===== config.mk =====
export PLATFORM = sky130hd
export DESIGN_NAME = dag_addr_gen
export DESIGN_NICKNAME = d
export VERILOG_FILES = /design/src/rtl/dag_addr_gen.sv
export SDC_FILE = /design/constraint.sdc
export NUM_CORES = 2
export LEC_CHECK = 0
export ABC_AREA = 1
export CAP_MARGIN = 20
export CORE_MARGIN = 10
export CORE_UTILIZATION = 33
export DETAILED_ROUTE_END_ITERATION = 7
export PLACE_DENSITY = 0.56
export REMOVE_ABC_BUFFERS = 1
export SYNTH_ARGS = -nofsm -noshare
export SYNTH_HDL_FRONTEND = slang
export SYNTH_SLANG_ARGS = --single-unit
export TNS_END_PERCENT = 10

===== constraint.sdc =====
create_clock -name clk_exe -period 26.7 [get_ports clk_exe]
set_input_delay 5.34 -clock clk_exe [delete_from_list [all_inputs] [get_ports clk_exe]]
set_output_delay 5.34 -clock clk_exe [all_outputs]
set_load 0.03 [all_outputs]

===== src/rtl/dag_addr_gen.sv =====
// rtl/dag_addr_gen.sv - data address generator with I/M/L/B register file and circular wrap
module dag_addr_gen #(
  parameter int DW   = 16,
  parameter int NREG = 8
) (
  input  logic          clk_exe,
  input  logic          rst,
  input  logic          ps_dg_en,
  input  logic          ps_dg_dgsclt,
  input  logic          ps_dg_mdfy,
  input  logic [2:0]    ps_dg_iadd,
  input  logic [2:0]    ps_dg_madd,
  input  logic [DW-1:0] ps_dg_immdt,
  input  logic [4:0]    ps_dg_rd_add,
  input  logic [4:0]    ps_dg_wrt_add,
  input  logic          ps_dg_wrt_en,
  input  logic [DW-1:0] bc_dg_dt,
  output logic [DW-1:0] dg_ps_add,
  output logic          dg_add_vld,
  output logic [DW-1:0] dg_bc_dt
);

  localparam logic [1:0] GRP_I = 2'b00;
  localparam logic [1:0] GRP_M = 2'b01;
  localparam logic [1:0] GRP_L = 2'b10;
  localparam logic [1:0] GRP_B = 2'b11;

  logic [DW-1:0] i_reg [NREG];
  logic [DW-1:0] m_reg [NREG];
  logic [DW-1:0] l_reg [NREG];
  logic [DW-1:0] b_reg [NREG];

  logic [DW-1:0] mod_val;
  logic [DW-1:0] cur_i;
  logic [DW-1:0] cur_b;
  logic [DW-1:0] cur_l;
  logic [DW:0]   sum;
  logic [DW:0]   buf_end;
  logic [DW:0]   wrapped;
  logic [DW-1:0] next_addr;

  always_comb begin
    mod_val = ps_dg_dgsclt ? ps_dg_immdt : m_reg[ps_dg_madd];
    cur_i   = i_reg[ps_dg_iadd];
    cur_b   = b_reg[ps_dg_iadd];
    cur_l   = l_reg[ps_dg_iadd];
    sum     = {1'b0, cur_i} + {mod_val[DW-1], mod_val};
    buf_end = {1'b0, cur_b} + {1'b0, cur_l};
    wrapped = sum;
    // A zero length register means plain linear addressing
    if (cur_l != '0) begin
      if (sum >= buf_end) begin
        wrapped = sum - {1'b0, cur_l};
      end else if (sum < {1'b0, cur_b}) begin
        wrapped = sum + {1'b0, cur_l};
      end
    end
    next_addr = wrapped[DW-1:0];
  end

  always_ff @(posedge clk_exe or posedge rst) begin
    if (rst) begin
      for (int k = 0; k < NREG; k++) begin
        i_reg[k] <= '0;
        m_reg[k] <= '0;
        l_reg[k] <= '0;
        b_reg[k] <= '0;
      end
      dg_ps_add  <= '0;
      dg_add_vld <= 1'b0;
    end else begin
      dg_add_vld <= ps_dg_en;
      if (ps_dg_en) begin
        dg_ps_add <= ps_dg_mdfy ? next_addr : cur_i;
        if (!ps_dg_mdfy) begin
          i_reg[ps_dg_iadd] <= next_addr;
        end
      end
      // Placed after the post-modify so a same-edge ureg write to I wins
      if (ps_dg_wrt_en) begin
        case (ps_dg_wrt_add[4:3])
          GRP_I: i_reg[ps_dg_wrt_add[2:0]] <= bc_dg_dt;
          GRP_M: m_reg[ps_dg_wrt_add[2:0]] <= bc_dg_dt;
          GRP_L: l_reg[ps_dg_wrt_add[2:0]] <= bc_dg_dt;
          GRP_B: begin
            b_reg[ps_dg_wrt_add[2:0]] <= bc_dg_dt;
            i_reg[ps_dg_wrt_add[2:0]] <= bc_dg_dt;
          end
          default: ;
        endcase
      end
    end
  end

  always_comb begin
    dg_bc_dt = '0;
    case (ps_dg_rd_add[4:3])
      GRP_I:   dg_bc_dt = i_reg[ps_dg_rd_add[2:0]];
      GRP_M:   dg_bc_dt = m_reg[ps_dg_rd_add[2:0]];
      GRP_L:   dg_bc_dt = l_reg[ps_dg_rd_add[2:0]];
      GRP_B:   dg_bc_dt = b_reg[ps_dg_rd_add[2:0]];
      default: dg_bc_dt = '0;
    endcase
  end

endmodule

==> summary.txt <==
Status
  • Status: finished clean

CTS
  • Max Root-Sink Buffers: 3
  • Clock Sinks: between 500 and 600
  • CTS buffer count: 60
  • Hold-fix buffers, CTS: 0
  • # Post-CTS Setup Buffers: 0
  • Max H-tree Level: 2
  • Clk root buf: clkbuf_16
  • Clk pin slew, worst setup/hold paths: about 0.060 ns
  • Clk Latency, worst-skew pair: approximately 0.66 ns
  • CTS tree: done
  • Post-CTS Resized: 0

Place
  • DP HPWL: roughly 98000 um
  • IO Port Bufs: 86
  • GPL Wtd Cong: 0.949
  • Setup WS pre-CTS: 12.40 ns
  • Cell Area, Placed: approximately 36000 um^2

STA
  • Final Max Tran Viols: 0
  • Endpoints failing setup: 0
  • Worst-margin pin slew: between 1 and 1.5 ns
  • Min Tclk post-route: approximately 14 ns
  • Worst setup margin: approximately 12 ns
  • Max-slew headroom: 0.201
  • Endpoints failing hold: 0
  • Final period utilization: 0.540
  • Unrepaired setup endpoints after global routing: false
  • Skew final: ~0.05 ns
  • Max frequency: roughly 70 MHz
  • TNS Setup: 0 ns

Drt
  • Post-route ant nets: 0
  • Total wire length: roughly 150000 um
  • DRC Markers: 0
  • Via count: between 30000 and 40000
  • DRT iter0 DRCs: around 4500
  • Router iterations before antenna repair: 6
  • Vias per cell: roughly 5.7
  • Routed WL per cell: 24.8 um

Layout
  • Final nets: 4814
  • Layout cell share with drive strength beyond 1: 0.0589
  • Fin util: 0.372
  • Commonest non-fill, non-tap cell in the layout: o21ai_0
  • Area Growth Syn to Fin: 11.9%
  • Most frequent cells in the layout: 848 x o21ai_0, 821 x nand2_1, 584 x a21oi_1, 529 x dfrtp_1, 425 x inv_1
  • Final Cell Area: 37900 um^2

Worst setup path
  • Crit path max fanout: 90
  • Crit. End Element: output port
  • CP arrival: a little over 9 ns
  • CP Class: in -> out
  • Req. time, crit path: 21.36 ns
  • CP Launch Type: input pin

GRT
  • Number of global-route vias before repair: around 32000
  • Largest net degree at the start of global routing: ~230
  • Tot GR Track Use: 0.250
  • Initial antenna violation count: 13
  • GR Overflow Total: 0
  • Global-route wire length before repair: approximately 220000 um

Synthesis
  • XOR/XNOR Fraction of Synth Area: 0.0121
  • Ys Warns: 0
  • Post-synthesis adder-cell area fraction: 0.0374
  • Synth unique cells: about 50
  • Asr flop ratio synth: 1.00
  • Multiplexer area fraction after synthesis: 0
  • Synthesized instance count: between 4000 and 5000
  • Post-Syn Area: roughly 34000 um^2
  • Post-synth EDFFs: 0
  • Syn_area_per_cell: about 7.1 um^2
  • Compound-Gate Fraction of Synth Area: 0.270
  • Synthesized flop and latch total: 529
  • Seq/Total Area, Yosys: 0.391
  • Simple-Gate Fraction of Synth Area: 0.199
  • Primary FF master, synth: dfrtp_1
  • Largest family of logic cells by synthesized area: compound AO/OA/AOI/OAI gates

Pwr
  • Lkg Pwr: 16.8 nW
  • Peak supply drop: between 0.07 and 0.08 mV
  • Pwr dens: about 100 nW/um^2

Die
  • Die area: roughly 120000 um^2
  • # IOs: 87
  • Core footprint: approximately 100000 um^2
  • Initial Utilization: 0.333
  • Row cnt: between 100 and 150
  • Die Ht: 340 um
  • Die X: roughly 340 um

Run
  • Max cap viols: 0

Worst hold path
  • Min-Delay Path Class: reg -> reg
==> critical path, cell delays in order <==
cell,delay (ns)
clkbuf_8,0.58
buf_4,0.85
inv_1,0.43
a21oi_1,0.21
o21ai_0,0.10
nand3_1,0.10
o211ai_1,0.23
o2111ai_1,0.36
clkdlybuf4s50_1,0.77
==> cells by family after synthesis <==
logic type               count (synthesis)
AO/OA/AOI/OAI                         1696
adder cells (fa/ha/maj)                 99
flip-flops                             529
buffers and inverters                  794
AND/OR/NAND/NOR                       1601
XOR/XNOR                                47
==> where the power goes <==
part           leakage (nW)  switching [W]  total, W  internal, W
combinational          9.36        0.00121   0.00176     0.000546
sequential             6.49       0.000163   0.00119      0.00103
clock                 0.954       0.000361  0.000849     0.000488
==> per-stage QoR <==
stage          hold slack, ns  power (W)  std cells
5_1_grt                 0.506    0.00402       6071
3_3_place_gp            0.467    0.00289       5964
4_1_cts                 0.488    0.00376       6069
6_report                0.483    0.00380       6075
3_5_place_dp            0.473    0.00291       5965
2_1_floorplan           0.453    0.00226       4414
==> layout make-up <==
cell class | instances | area (um^2)
Fill cell | 10900 | 64000
Multi-Input combinational cell | 3443 | 17700
Sequential cell | 529 | 13200
Tap cell | 1368 | 1710
Clock buffer | 86 | 1710
Inverter | 442 | 1670
Timing Repair Buffer | 185 | 1640
Clock inverter | 18 | 235
Antenna cell | 4 | 10.0
==> cell usage after synthesis, types with 8 or more instances <==
cell type	count	share of area
buf_4	8	0.0018
nand3_1	279	0.041
dfrtp_1	529	0.39
o221ai_1	24	0.0062
clkbuf_1	301	0.033
xnor2_1	8	0.0021
nor3_1	11	0.0016
o2111ai_1	18	0.0047
nand3b_1	14	0.0031
o21ai_0	848	0.13
a22oi_1	16	0.0035
inv_1	426	0.047
xor2_1	39	0.010
a31oi_1	8	0.0015
ha_1	95	0.035
nand2_1	827	0.092
nor2_1	393	0.044
a21oi_1	584	0.086
o211ai_1	135	0.030
nand4_1	10	0.0018
o21ai_1	20	0.0030
buf_1	20	0.0022
nor4_1	17	0.0031
inv_2	11	0.0012
nand2_2	10	0.0018
buf_2	17	0.0025
o21bai_1	23	0.0051
nand3_2	15	0.0044
==> final timing paths <==
path | start | endpoint | slack (ns) | depth (start not counted)
min in group asynchronous | rst | m_reg[105]$_DFFE_PP0P_ | 5.22 | 2
hold / removal | l_reg[110]$_DFFE_PP0P_ | l_reg[110]$_DFFE_PP0P_ | 0.48 | 2
setup reg to reg | l_reg[2]$_DFFE_PP0P_ | i_reg[93]$_DFF_PP0_ | 20.49 | 28
hold reg to reg | l_reg[110]$_DFFE_PP0P_ | l_reg[110]$_DFFE_PP0P_ | 0.48 | 2
max in group asynchronous | rst | l_reg[46]$_DFFE_PP0P_ | 18.43 | 6
setup / recovery | ps_dg_rd_add[1] | dg_bc_dt[10] | 12.28 | 9
==> layer usage <==
metal | vias to the layer above | wire length, um | track usage | part of all wire
met1 | 16500 | 61200 | 0.329 | 0.41
met4 | 18 | 8550 | 0.126 | 0.057
met5 | - | 174 | 0 | 0.0012
met2 | 1905 | 65300 | 0.384 | 0.43
met3 | 385 | 15700 | 0.0565 | 0.10
li1 | 15900 | - | - | -
(Power assumes the default switching activity.)
